## config.mk

```make
export PLATFORM = sky130hd
export DESIGN_NAME = decode_stage
export DESIGN_NICKNAME = d
export VERILOG_FILES = /design/src/rtl/decode_stage.sv
export SDC_FILE = /design/constraint.sdc
export NUM_CORES = 1
export LEC_CHECK = 0
export BUFFER_PORTS_ARGS = -buffer_cell sky130_fd_sc_hd__buf_2
export CORE_ASPECT_RATIO = 0.5
export CORE_MARGIN = 2
export CORE_UTILIZATION = 40
export CTS_BUF_LIST = sky130_fd_sc_hd__clkbuf_2 sky130_fd_sc_hd__clkbuf_4 sky130_fd_sc_hd__clkbuf_8
export CTS_CLUSTER_DIAMETER = 200
export DETAILED_ROUTE_END_ITERATION = 16
export SYNTH_ARGS = -nofsm -noshare
export SYNTH_HDL_FRONTEND = slang
export SYNTH_SLANG_ARGS = --single-unit
```

## constraint.sdc

```tcl
create_clock -name clk -period 13.65 [get_ports clk]
set_input_delay 1.365 -clock clk [delete_from_list [all_inputs] [get_ports clk]]
set_output_delay 1.365 -clock clk [all_outputs]
set_load 0.01 [all_outputs]
```

## src/rtl/decode_stage.sv

```systemverilog
// -----------------------------------------------------------------------------
// decode_stage
//
// Registered RV32/RV64 instruction-decode pipeline stage. One instruction and
// its PC are accepted per cycle over a valid/ready handshake. The stage decodes
// the register and function fields, one-hot type flags and a sign-extended
// XLEN-wide immediate, and flags illegal encodings. A two-entry skid buffer
// (main register M, skid register K) keeps ready_o straight off a flop.
//
// Parameters
//   XLEN   : datapath width, 32 or 64 (64 also enables OP-IMM-32 / OP-32)
//   M_EXT  : 1 accepts R-type funct7 = 0000001 (mul/div)
//
// Ports
//   clk, rst_n         : clock (rising edge), asynchronous active-low reset
//   flush_i            : discard every held entry
//   valid_i / ready_o  : upstream handshake
//   instr_i, pc_i      : raw instruction and its PC
//   valid_o / ready_i  : downstream handshake
//   pc_o               : PC of the presented entry
//   rs1_o rs2_o rd_o   : register specifiers
//   op_o funct3_o funct7_o : opcode and function fields
//   is_{r,i,s,b,u,j}_o : one-hot type flags, all 0 when illegal
//   imm_o              : sign-extended immediate, 0 for R-type and illegal
//   illegal_o          : illegal encoding
// All data outputs read 0 whenever valid_o is 0.
// -----------------------------------------------------------------------------
module decode_stage #(
    parameter int XLEN  = 32,
    parameter bit M_EXT = 1'b0
) (
    input  logic            clk,
    input  logic            rst_n,
    input  logic            flush_i,
    input  logic            valid_i,
    output logic            ready_o,
    input  logic [31:0]     instr_i,
    input  logic [XLEN-1:0] pc_i,
    output logic            valid_o,
    input  logic            ready_i,
    output logic [XLEN-1:0] pc_o,
    output logic [4:0]      rs1_o,
    output logic [4:0]      rs2_o,
    output logic [4:0]      rd_o,
    output logic [6:0]      op_o,
    output logic [2:0]      funct3_o,
    output logic [6:0]      funct7_o,
    output logic            is_r_o,
    output logic            is_i_o,
    output logic            is_s_o,
    output logic            is_b_o,
    output logic            is_u_o,
    output logic            is_j_o,
    output logic [XLEN-1:0] imm_o,
    output logic            illegal_o
);

    localparam logic [6:0] OP_OP     = 7'b0110011;
    localparam logic [6:0] OP_OP32   = 7'b0111011;
    localparam logic [6:0] OP_IMM    = 7'b0010011;
    localparam logic [6:0] OP_LOAD   = 7'b0000011;
    localparam logic [6:0] OP_JALR   = 7'b1100111;
    localparam logic [6:0] OP_IMM32  = 7'b0011011;
    localparam logic [6:0] OP_STORE  = 7'b0100011;
    localparam logic [6:0] OP_BRANCH = 7'b1100011;
    localparam logic [6:0] OP_LUI    = 7'b0110111;
    localparam logic [6:0] OP_AUIPC  = 7'b0010111;
    localparam logic [6:0] OP_JAL    = 7'b1101111;
    localparam bit         RV64      = (XLEN == 64);

    typedef struct packed {
        logic [XLEN-1:0] pc;
        logic [4:0]      rs1;
        logic [4:0]      rs2;
        logic [4:0]      rd;
        logic [6:0]      op;
        logic [2:0]      funct3;
        logic [6:0]      funct7;
        logic            is_r;
        logic            is_i;
        logic            is_s;
        logic            is_b;
        logic            is_u;
        logic            is_j;
        logic [XLEN-1:0] imm;
        logic            illegal;
    } bundle_t;

    // State bit 0 is M.valid and bit 1 is K.valid, so valid_o and ready_o
    // come straight off the state flops with no decoding.
    typedef enum logic [1:0] {
        ST_EMPTY = 2'b00,
        ST_HALF  = 2'b01,
        ST_FULL  = 2'b11
    } state_t;

    state_t  r_state;
    state_t  w_state_next;
    bundle_t r_m;
    bundle_t r_k;
    bundle_t w_dec;
    bundle_t w_out;

    logic w_accept;
    logic w_retire;
    logic w_load_m_in;
    logic w_load_m_k;
    logic w_load_k;

    logic [6:0]        w_op;
    logic [6:0]        w_funct7;
    logic [2:0]        w_funct3;
    logic              w_r_op;
    logic              w_i_op;
    logic              w_s_op;
    logic              w_b_op;
    logic              w_u_op;
    logic              w_j_op;
    logic              w_funct7_ok;
    logic              w_illegal;
    logic signed [11:0] w_imm_i;
    logic signed [11:0] w_imm_s;
    logic signed [12:0] w_imm_b;
    logic signed [31:0] w_imm_u;
    logic signed [20:0] w_imm_j;

    // ------------------------------------------------------------------
    // Combinational decode of the incoming instruction
    // ------------------------------------------------------------------
    always_comb begin
        w_op     = instr_i[6:0];
        w_funct3 = instr_i[14:12];
        w_funct7 = instr_i[31:25];

        w_r_op = (w_op == OP_OP) || (RV64 && (w_op == OP_OP32));
        w_i_op = (w_op == OP_IMM) || (w_op == OP_LOAD) || (w_op == OP_JALR) ||
                 (RV64 && (w_op == OP_IMM32));
        w_s_op = (w_op == OP_STORE);
        w_b_op = (w_op == OP_BRANCH);
        w_u_op = (w_op == OP_LUI) || (w_op == OP_AUIPC);
        w_j_op = (w_op == OP_JAL);

        w_funct7_ok = (w_funct7 == 7'b0000000) || (w_funct7 == 7'b0100000) ||
                      (M_EXT && (w_funct7 == 7'b0000001));

        w_illegal = (instr_i[1:0] != 2'b11) ||
                    !(w_r_op || w_i_op || w_s_op || w_b_op || w_u_op || w_j_op) ||
                    (w_r_op && !w_funct7_ok) ||
                    ((w_op == OP_JALR) && (w_funct3 != 3'b000));

        w_imm_i = instr_i[31:20];
        w_imm_s = {instr_i[31:25], instr_i[11:7]};
        w_imm_b = {instr_i[31], instr_i[7], instr_i[30:25], instr_i[11:8], 1'b0};
        w_imm_u = {instr_i[31:12], 12'b0};
        w_imm_j = {instr_i[31], instr_i[19:12], instr_i[20], instr_i[30:21], 1'b0};

        w_dec         = '0;
        w_dec.pc      = pc_i;
        w_dec.rs1     = instr_i[19:15];
        w_dec.rs2     = instr_i[24:20];
        w_dec.rd      = instr_i[11:7];
        w_dec.op      = w_op;
        w_dec.funct3  = w_funct3;
        w_dec.funct7  = w_funct7;
        w_dec.illegal = w_illegal;

        // Flags and immediate stay zero for illegal encodings; the signed
        // size casts perform the sign extension to XLEN.
        if (!w_illegal) begin
            w_dec.is_r = w_r_op;
            w_dec.is_i = w_i_op;
            w_dec.is_s = w_s_op;
            w_dec.is_b = w_b_op;
            w_dec.is_u = w_u_op;
            w_dec.is_j = w_j_op;
            if (w_i_op)      w_dec.imm = XLEN'(w_imm_i);
            else if (w_s_op) w_dec.imm = XLEN'(w_imm_s);
            else if (w_b_op) w_dec.imm = XLEN'(w_imm_b);
            else if (w_u_op) w_dec.imm = XLEN'(w_imm_u);
            else if (w_j_op) w_dec.imm = XLEN'(w_imm_j);
        end
    end

    // ------------------------------------------------------------------
    // Skid-buffer control
    // ------------------------------------------------------------------
    assign valid_o  = r_state[0];
    assign ready_o  = ~r_state[1];
    assign w_accept = valid_i & ready_o;
    assign w_retire = valid_o & ready_i;

    always_ff @(posedge clk or negedge rst_n) begin
        if (!rst_n) r_state <= ST_EMPTY;
        else        r_state <= w_state_next;
    end

    always_comb begin
        w_state_next = r_state;
        w_load_m_in  = 1'b0;
        w_load_m_k   = 1'b0;
        w_load_k     = 1'b0;
        // A flush drops any same-cycle accept; a same-cycle retire has
        // already been seen downstream, so nothing else needs undoing.
        if (flush_i) begin
            w_state_next = ST_EMPTY;
        end else begin
            case (r_state)
                ST_EMPTY: begin
                    if (w_accept) begin
                        w_load_m_in  = 1'b1;
                        w_state_next = ST_HALF;
                    end
                end
                ST_HALF: begin
                    if (w_accept && w_retire) begin
                        w_load_m_in = 1'b1;
                    end else if (w_retire) begin
                        w_state_next = ST_EMPTY;
                    end else if (w_accept) begin
                        w_load_k     = 1'b1;
                        w_state_next = ST_FULL;
                    end
                end
                ST_FULL: begin
                    // ready_o is low here, so only a retire can happen.
                    if (w_retire) begin
                        w_load_m_k   = 1'b1;
                        w_state_next = ST_HALF;
                    end
                end
                default: w_state_next = ST_EMPTY;
            endcase
        end
    end

    // Payload registers carry no reset; the valid bits qualify them.
    always_ff @(posedge clk) begin
        if (w_load_m_in)     r_m <= w_dec;
        else if (w_load_m_k) r_m <= r_k;
        if (w_load_k)        r_k <= w_dec;
    end

    // ------------------------------------------------------------------
    // Outputs, forced to zero while M is empty
    // ------------------------------------------------------------------
    assign w_out     = r_state[0] ? r_m : '0;
    assign pc_o      = w_out.pc;
    assign rs1_o     = w_out.rs1;
    assign rs2_o     = w_out.rs2;
    assign rd_o      = w_out.rd;
    assign op_o      = w_out.op;
    assign funct3_o  = w_out.funct3;
    assign funct7_o  = w_out.funct7;
    assign is_r_o    = w_out.is_r;
    assign is_i_o    = w_out.is_i;
    assign is_s_o    = w_out.is_s;
    assign is_b_o    = w_out.is_b;
    assign is_u_o    = w_out.is_u;
    assign is_j_o    = w_out.is_j;
    assign imm_o     = w_out.imm;
    assign illegal_o = w_out.illegal;

endmodule

```

# Word level (Yosys, flattened, before mapping)
# Index checks and enable logic that the tools add are counted.
# classes
shifts,0
n_bitwise,3
add_sub_neg,0
n_mul,0
n_reduce_logical,22
order_cmp,0
eq_ne,17
n_mux,27
div,0
# ops
operator,n
$mux 103,3
$mux 32,5
$mux 38,1
$eq 7x6->1 const B,4
$eq 7x7->1 const B,3
$eq 7x5->1 const B,2
$logic_or 1x1->1,12
$mux 2,6
$mux 1,10
$ne 3x3->1 const B,3
$eq 7x2->1 const B,1
$logic_not 7->1,1
$pmux 2 s3,1
$ne 4x4->1 const B,1
$reduce_and 4->1,1
$logic_and 1x1->1,3
$reduce_bool 3->1,1
$and 1x1->1,2
$eq 2x1->1 const B,1
$eq 2x2->1 const B,1
$logic_not 1->1,2
$logic_not 2->1,1
$ne 2x2->1 const B,1
$pmux 1 s2,1
2 further kinds,2
# totals
latchBits,0
wordCells,100
register_bits,208
romBits,0
ram_bits,0
mem_count,0
out_inout_bits,105
input_bits,69

# Depth between registers and ports, before layout
# Gate-level depths: netlist (run 1).
# depth
ltp_word,14
depth_mapped,8
depth_no_buf,7

# Worst setup path before layout (run 1)
# Ideal clock, no wire load.
# synth_path
kind,input -> register
start,in ready_i
end,reg r_m[0] (netlist bit) (enable)
cell_stages,2
setup_slack_ns,4.241
setup_ns,0.707
path_buffers,0
arrival_time_ns,8.702
t_required_ns,12.943
path_cell_list,nand2_1 -> o21ai_0
# synth_via
elab_chain_cells,6
word_cells_on_any_way,9
classes_between,mux (6); bitwise (1); reduce/logical (2)
# synth_lines
item,line_no,text
"start, declared",40,"input logic ready_i,"
$and 1x1->1 *,190,assign w_retire = valid_o & ready_i;
$logic_and 1x1->1,215,if (w_accept && w_retire) begin
$mux 1,215,
$pmux 1 s2,207,case (r_state)
$mux 1,204,if (flush_i) begin
$reduce_bool 2->1 (no source line) *,-,
"end signal, assigned",238,if (w_load_m_in) r_m <= w_dec;
"end signal, assigned",239,else if (w_load_m_k) r_m <= r_k;
"end, declared",99,bundle_t r_m;
# Mark *: on every way between the ends. The rest lies on a longest branch, timed or not.
# A chain may end at the register's enable or synchronous reset.

# Final worst setup path (run 1)
# layout_path
start,in valid_i
end,reg r_m[38] (netlist bit) (enable)
# layout_via
elab_chain_cells,6
word_cells_on_any_way,7
classes_between,mux (4); bitwise (1); reduce/logical (2)
# layout_lines
item,line_no,text
"start, declared",35,"input logic valid_i,"
$and 1x1->1 *,189,assign w_accept = valid_i & ready_o;
$logic_and 1x1->1,215,
$mux 1,215,
$pmux 1 s2 *,207,
$mux 1 *,204,
$reduce_bool 2->1 (no source line) *,-,
# Marked as above.

==> results of run 1 <==
placed cells by master, fill, tap and decap left out, types with 2 or more instances in the layout:
| master | count |
|---|---|
| nand3_1 | 6 |
| buf_4 | 9 |
| and3_1 | 2 |
| and2_1 | 103 |
| a31oi_1 | 12 |
| nor2b_1 | 3 |
| nor4_1 | 2 |
| a22oi_1 | 5 |
| nand2b_1 | 9 |
| a21oi_1 | 11 |
| inv_1 | 12 |
| clkinv_1 | 2 |
| edfxtp_1 | 206 |
| o31ai_2 | 19 |
| o21ai_4 | 2 |
| mux2_2 | 4 |
| nand2_1 | 242 |
| nor3b_1 | 2 |
| a211oi_1 | 2 |
| nor2_1 | 36 |
| o31ai_1 | 7 |
| buf_2 | 173 |
| nor3_1 | 4 |
| a211o_1 | 2 |
| ha_1 | 4 |
| clkbuf_8 | 38 |
| o21ai_0 | 13 |
| clkbuf_4 | 12 |
cells by family (layout without fill, tap and decap cells):
logic type / count (synthesis) / after routing / synth area share, %
flops: 208 / 208 / 68.1
buf+inv: 59 / 247 / 2.64
fa+ha+maj: 4 / 4 / 0.547
mux: 4 / 4 / 0.492
compound gates: 81 / 81 / 7.23
simple gates: 417 / 417 / 21.0
state kept, by name, indices dropped and copies added (netlist names):
signal / cells
r_k: 103
r_state: 2
r_m: 103
final cells by class:
cell class                      count  area share (%)
Sequential cell                   208            57.0
Tap cell                          307            3.51
Clock buffer                       50            5.60
Multi-Input combinational cell    506            24.8
Clock inverter                      3           0.114
Inverter                           12           0.412
Timing Repair Buffer              182            8.53
worst min-delay path, stage by stage (launching register included):
cell      delay [ns]
edfxtp_1        0.32
nand2_1         0.04
nand2_1         0.05
final timing paths:
kind	cells after the start	startpoint	end
max	7	valid_i	r_m[38]
max reg2reg	6	r_state[0]	r_m[38]
min reg2reg	2	r_k[59]	r_m[59]
max in group asynchronous	1	rst_n	r_state[0]
min	2	r_k[59]	r_m[59]
min in group asynchronous	1	rst_n	r_state[0]
per-layer routing:
metal	GRT usage, %	part of all wire, %	vias to the layer above
met4	4.49	1.5	0
met5	0	0	-
met2	28.3	50	142
li1	-	-	3008
met3	3.07	5.2	28
met1	24.0	44	3006
per-stage QoR:
stage | setup slack [ns] | utilization, % | hold slack, ns
after floorplan | 4.24 | - | 0.491
after global placement | 9.67 | 45.6 | 0.497
after detailed placement | 9.61 | 45.6 | 0.498
after CTS | 10.11 | 48.3 | 0.513
after global routing | 9.95 | 48.3 | 0.527
final | 10.17 | 48.3 | 0.503
where the power goes:
part           leakage (uW)  switching, uW  internal (uW)  total, uW
logic               0.00218            282            153        435
clock network      0.000335            234            284        518
registers           0.00193           22.8            811        834
total               0.00445            538           1250       1790
==> impl_metrics.ini, run 1 <==
[status]
outcome = completed

[global_route]
grt_remaining_overflow = 0
grt_max_degree = 93
grt_pass1_wl_mm = 33.0
grt_pass1_vias = 6156
grt_usage_pct = 17.3
antenna_found_initial = 0

[synthesis]
synth_top_area_cell = edfxtp_1
synth-async-reset-ratio_pct = 0.962
ys_top_cells_by_area = edfxtp_1, nand2_1, and2_1
synth_top_area_share_pct = 67.6
synth_edf_count = 206
ys_warn_count = 0
synthFlopType = edfxtp_1
synthTopCellsByCount = nand2_1, edfxtp_1, and2_1
ys_seq_area_share_pct = 68.1
ys_ff_latch = 208
syn_area_um2 = 9150
synth_cell_types = 44
yosysMostFrequentCell = nand2_1
avgSynthCellArea_um2 = 11.8
syn-instance-count = 773
synth_nets = 846

[finish]
multiInputGateArea_um2 = 2710
finalNonFillerCells = 1268
nFillCells = 2098
nets = 1017
drive_above_1_share_pct = 27.7
fin_area_um2 = 10900
area_delta_synth_final_pct = 19.5
n_antenna_cell = 0
final-seq-area_um2 = 6240

[worst_setup_path]
cp_num_buf_inv = 3
crit_family = buffers and inverters
arrival_ns = 3.58
path_cells = buf_2 -> nand2b_1 -> nor2_1 -> o21ai_4 -> buf_4 -> o21ai_4 -> buf_4
crit_fanout = 76
crit_path_end_kind = register
critical_path.slowest_cell = buf_4
r2r_setup_slack_ns = 10.39
start_kind = input port
worstPathRequired_ns = 13.75
max_stage_delay_ns = 0.91
criticalPathCategory = input port to register

[placement]
placed_area_um2 = 10300
dp.cells = 1215
hpwl_mm = 13.3
port_buffers = 173
gp_congestion = 0.825

[cts]
path_clk_slew_ns = 0.06
cts_tree = yes
post-cts-setup-buffers = 0
numCtsBuffers = 34
clockRootBuffer = clkbuf_8
cts.sinks = 208
insertion_delay_ns = 0.49
cts_hold_buf = 0
cts_buffer_depth = 3
cts.htree.levels = 2
cts-resized-gates = 0

[power]
powerDensity_nw_per_um2 = 163
leakagePower_uw = 0.00445
finalPower_uw = 1790
irDropWorstVdd_v = 0.0000831

[sta]
final_hold_viol_count = 0
worst_pin_slew_ns = 1.05
skew_ns = 0.0110
fmax_ghz = 0.287
rsz0062_at_grt = no
tns_ns = 0
fin_crit_ns = 3.48
slew_headroom_pct = 30.3
setup_viol = 0
drv_slew = 0
fin_crit_sh_pct = 25.5

[drt]
first_iter_violations = 442
num_vias = 6184
drc_errors = 0
detail_route.wl_per_cell_um = 16.4
antenna_left = 0
drt_wl_total_mm = 20.7
firstDrtPassIters = 5
via_per_inst = 4.88

[die]
design.portCount = 174
core_um2 = 22600
initial_core_util_pct = 40.4
die_x_um = 218
die_h_um = 111
placementRows = 39
die_area_um2 = 24200

[hold_path]
min_path_type = register to register

[flow_run]
drv_cap = 0
Power figures use the tool's default switching activity.
==> inputs of run 2 (changes only) <==
==> constraint.sdc (replaced) <==
create_clock -name clk -period 2.8 [get_ports clk]
set_input_delay 0.28 -clock clk [delete_from_list [all_inputs] [get_ports clk]]
set_output_delay 0.28 -clock clk [all_outputs]
set_load 0.01 [all_outputs]
==> impl_metrics.ini, run 2 (synthesis gave the netlist of run 1 again) <==
[drt]
firstDrtPassIters = 4
antenna_left = 0
detail_route.wl_per_cell_um = 16.1
drc_errors = 0
drt_wl_total_mm = 21.7
via_per_inst = 4.82
first_iter_violations = 395
num_vias = 6469

[sta]
skew_ns = 0.0262
tns_ns = 0
fin_crit_sh_pct = 82.3
drv_slew = 0
setup_viol = 0
final_hold_viol_count = 0
slew_headroom_pct = 35.0
rsz0062_at_grt = no
fin_crit_ns = 2.30
whs_ns = 0.0683
finalWorstSetupSlack_ns = 0.496
fmax_ghz = 0.434
worst_pin_slew_ns = 0.972

[global_route]
grt_max_degree = 131
grt_pass1_wl_mm = 34.4
grt_remaining_overflow = 0
grt_pass1_vias = 6405
grt_usage_pct = 17.9
antenna_found_initial = 1

[power]
finalPower_uw = 8710
leakagePower_uw = 0.00475
powerDensity_nw_per_um2 = 747
irDropWorstVdd_v = 0.000433
p_switching_uw = 2710
swShare_pct = 31.2
clkPwrFrac_pct = 26.8
p_seq_share_pct = 46.4
combPwrFrac_pct = 26.8
p_int_uw = 5990

[worst_setup_path]
crit_fanout = 20
regToRegEndpoint = r_m[34]
reg2reg_depth = 6
r2r_setup_slack_ns = 0.51
start_kind = input port
r2r_start = r_state[1]
crit_path_end_kind = register
arrival_ns = 2.58
criticalPathCategory = input port to register
worstPathRequired_ns = 3.07

[die]
core_um2 = 22600
design.portCount = 174
die_area_um2 = 24200
initial_core_util_pct = 40.4
die_h_um = 111
die_x_um = 218
placementRows = 39

[hold_path]
hold-path-endpoint = r_k[51]
holdPathStages = 1
min_from = instr_i[2]
min_path_type = input port to register

[cts]
cts_hold_buf = 62
path_clk_slew_ns = 0.07
cts.htree.levels = 1
numCtsBuffers = 31
insertion_delay_ns = 0.57
cts-resized-gates = 0
post-cts-setup-buffers = 0
cts_buffer_depth = 3
cts_tree = yes
cts.sinks = 208
clockRootBuffer = clkbuf_8

[flow_run]
drv_cap = 0

[finish]
final_cell_mix = nand2_1, edfxtp_1, buf_2
area_delta_synth_final_pct = 27.3
nets = 1084
reg.largest.list = r_k x103, r_m x103, r_state x2
drive_above_1_share_pct = 26.3
layout_commonest_cell = nand2_1

[placement]
gp_congestion = 0.786
hpwl_mm = 13.7
port_buffers = 173
place_worst_setup_slack_ns = 0.462

[status]
outcome = completed
==> run 2: worst max-delay path by stage <==
stage,start,to
floorplan,r_state[1],r_k[0]
global route,r_state[1],r_m[34]
CTS,r_state[0],r_m[86]
detailed placement,instr_i[6],r_m[17]
finish,instr_i[5],r_m[20]
global placement,instr_i[6],r_m[16]
==> run 2: per-layer routing <==
layer	global-route usage, %	share of wire, %	up-vias
met5	0	0	-
met4	3.76	2.0	0
met3	3.32	3.7	36
met2	30.9	49	123
met1	23.7	45	3154
li1	-	-	3156
==> run 2: cell type report <==
cell class	instances	area [um^2]
Clock buffer	42	509
Timing Repair Buffer	252	1670
Inverter	12	45.0
Antenna cell	1	2.50
Tap cell	307	384
Clock inverter	15	60.1
Fill cell	2041	11000
Multi-Input combinational cell	506	2750
Sequential cell	208	6240
==> run 2: critical path: stages <==
cell and delay (ns):
dlygate4sd3_1 0.55, buf_2 0.18, or3_4 0.41, a211o_1 0.37
o211ai_4 0.34, buf_4 0.35, o31ai_2 0.10
==> run 2: stage by stage <==
stage	utilization [%]	std cells	cell area (um^2)
detailed placement	46.2	1222	10500
finish	51.5	1343	11700
global route	51.5	1343	11700
CTS	51.4	1341	11600
floorplan	-	773	9200
global placement	46.2	1222	10500
==> run 2: power by group through the flow <==
stage / logic (uW) / clock network, uW / registers, uW
after global routing: 2590 / 2550 / 4070
final: 2330 / 2340 / 4040
after detailed placement: 2310 / 0 / 4110
after CTS: 2390 / 2410 / 4040
after floorplan: 1380 / 0 / 4100
after global placement: 2290 / 0 / 4100
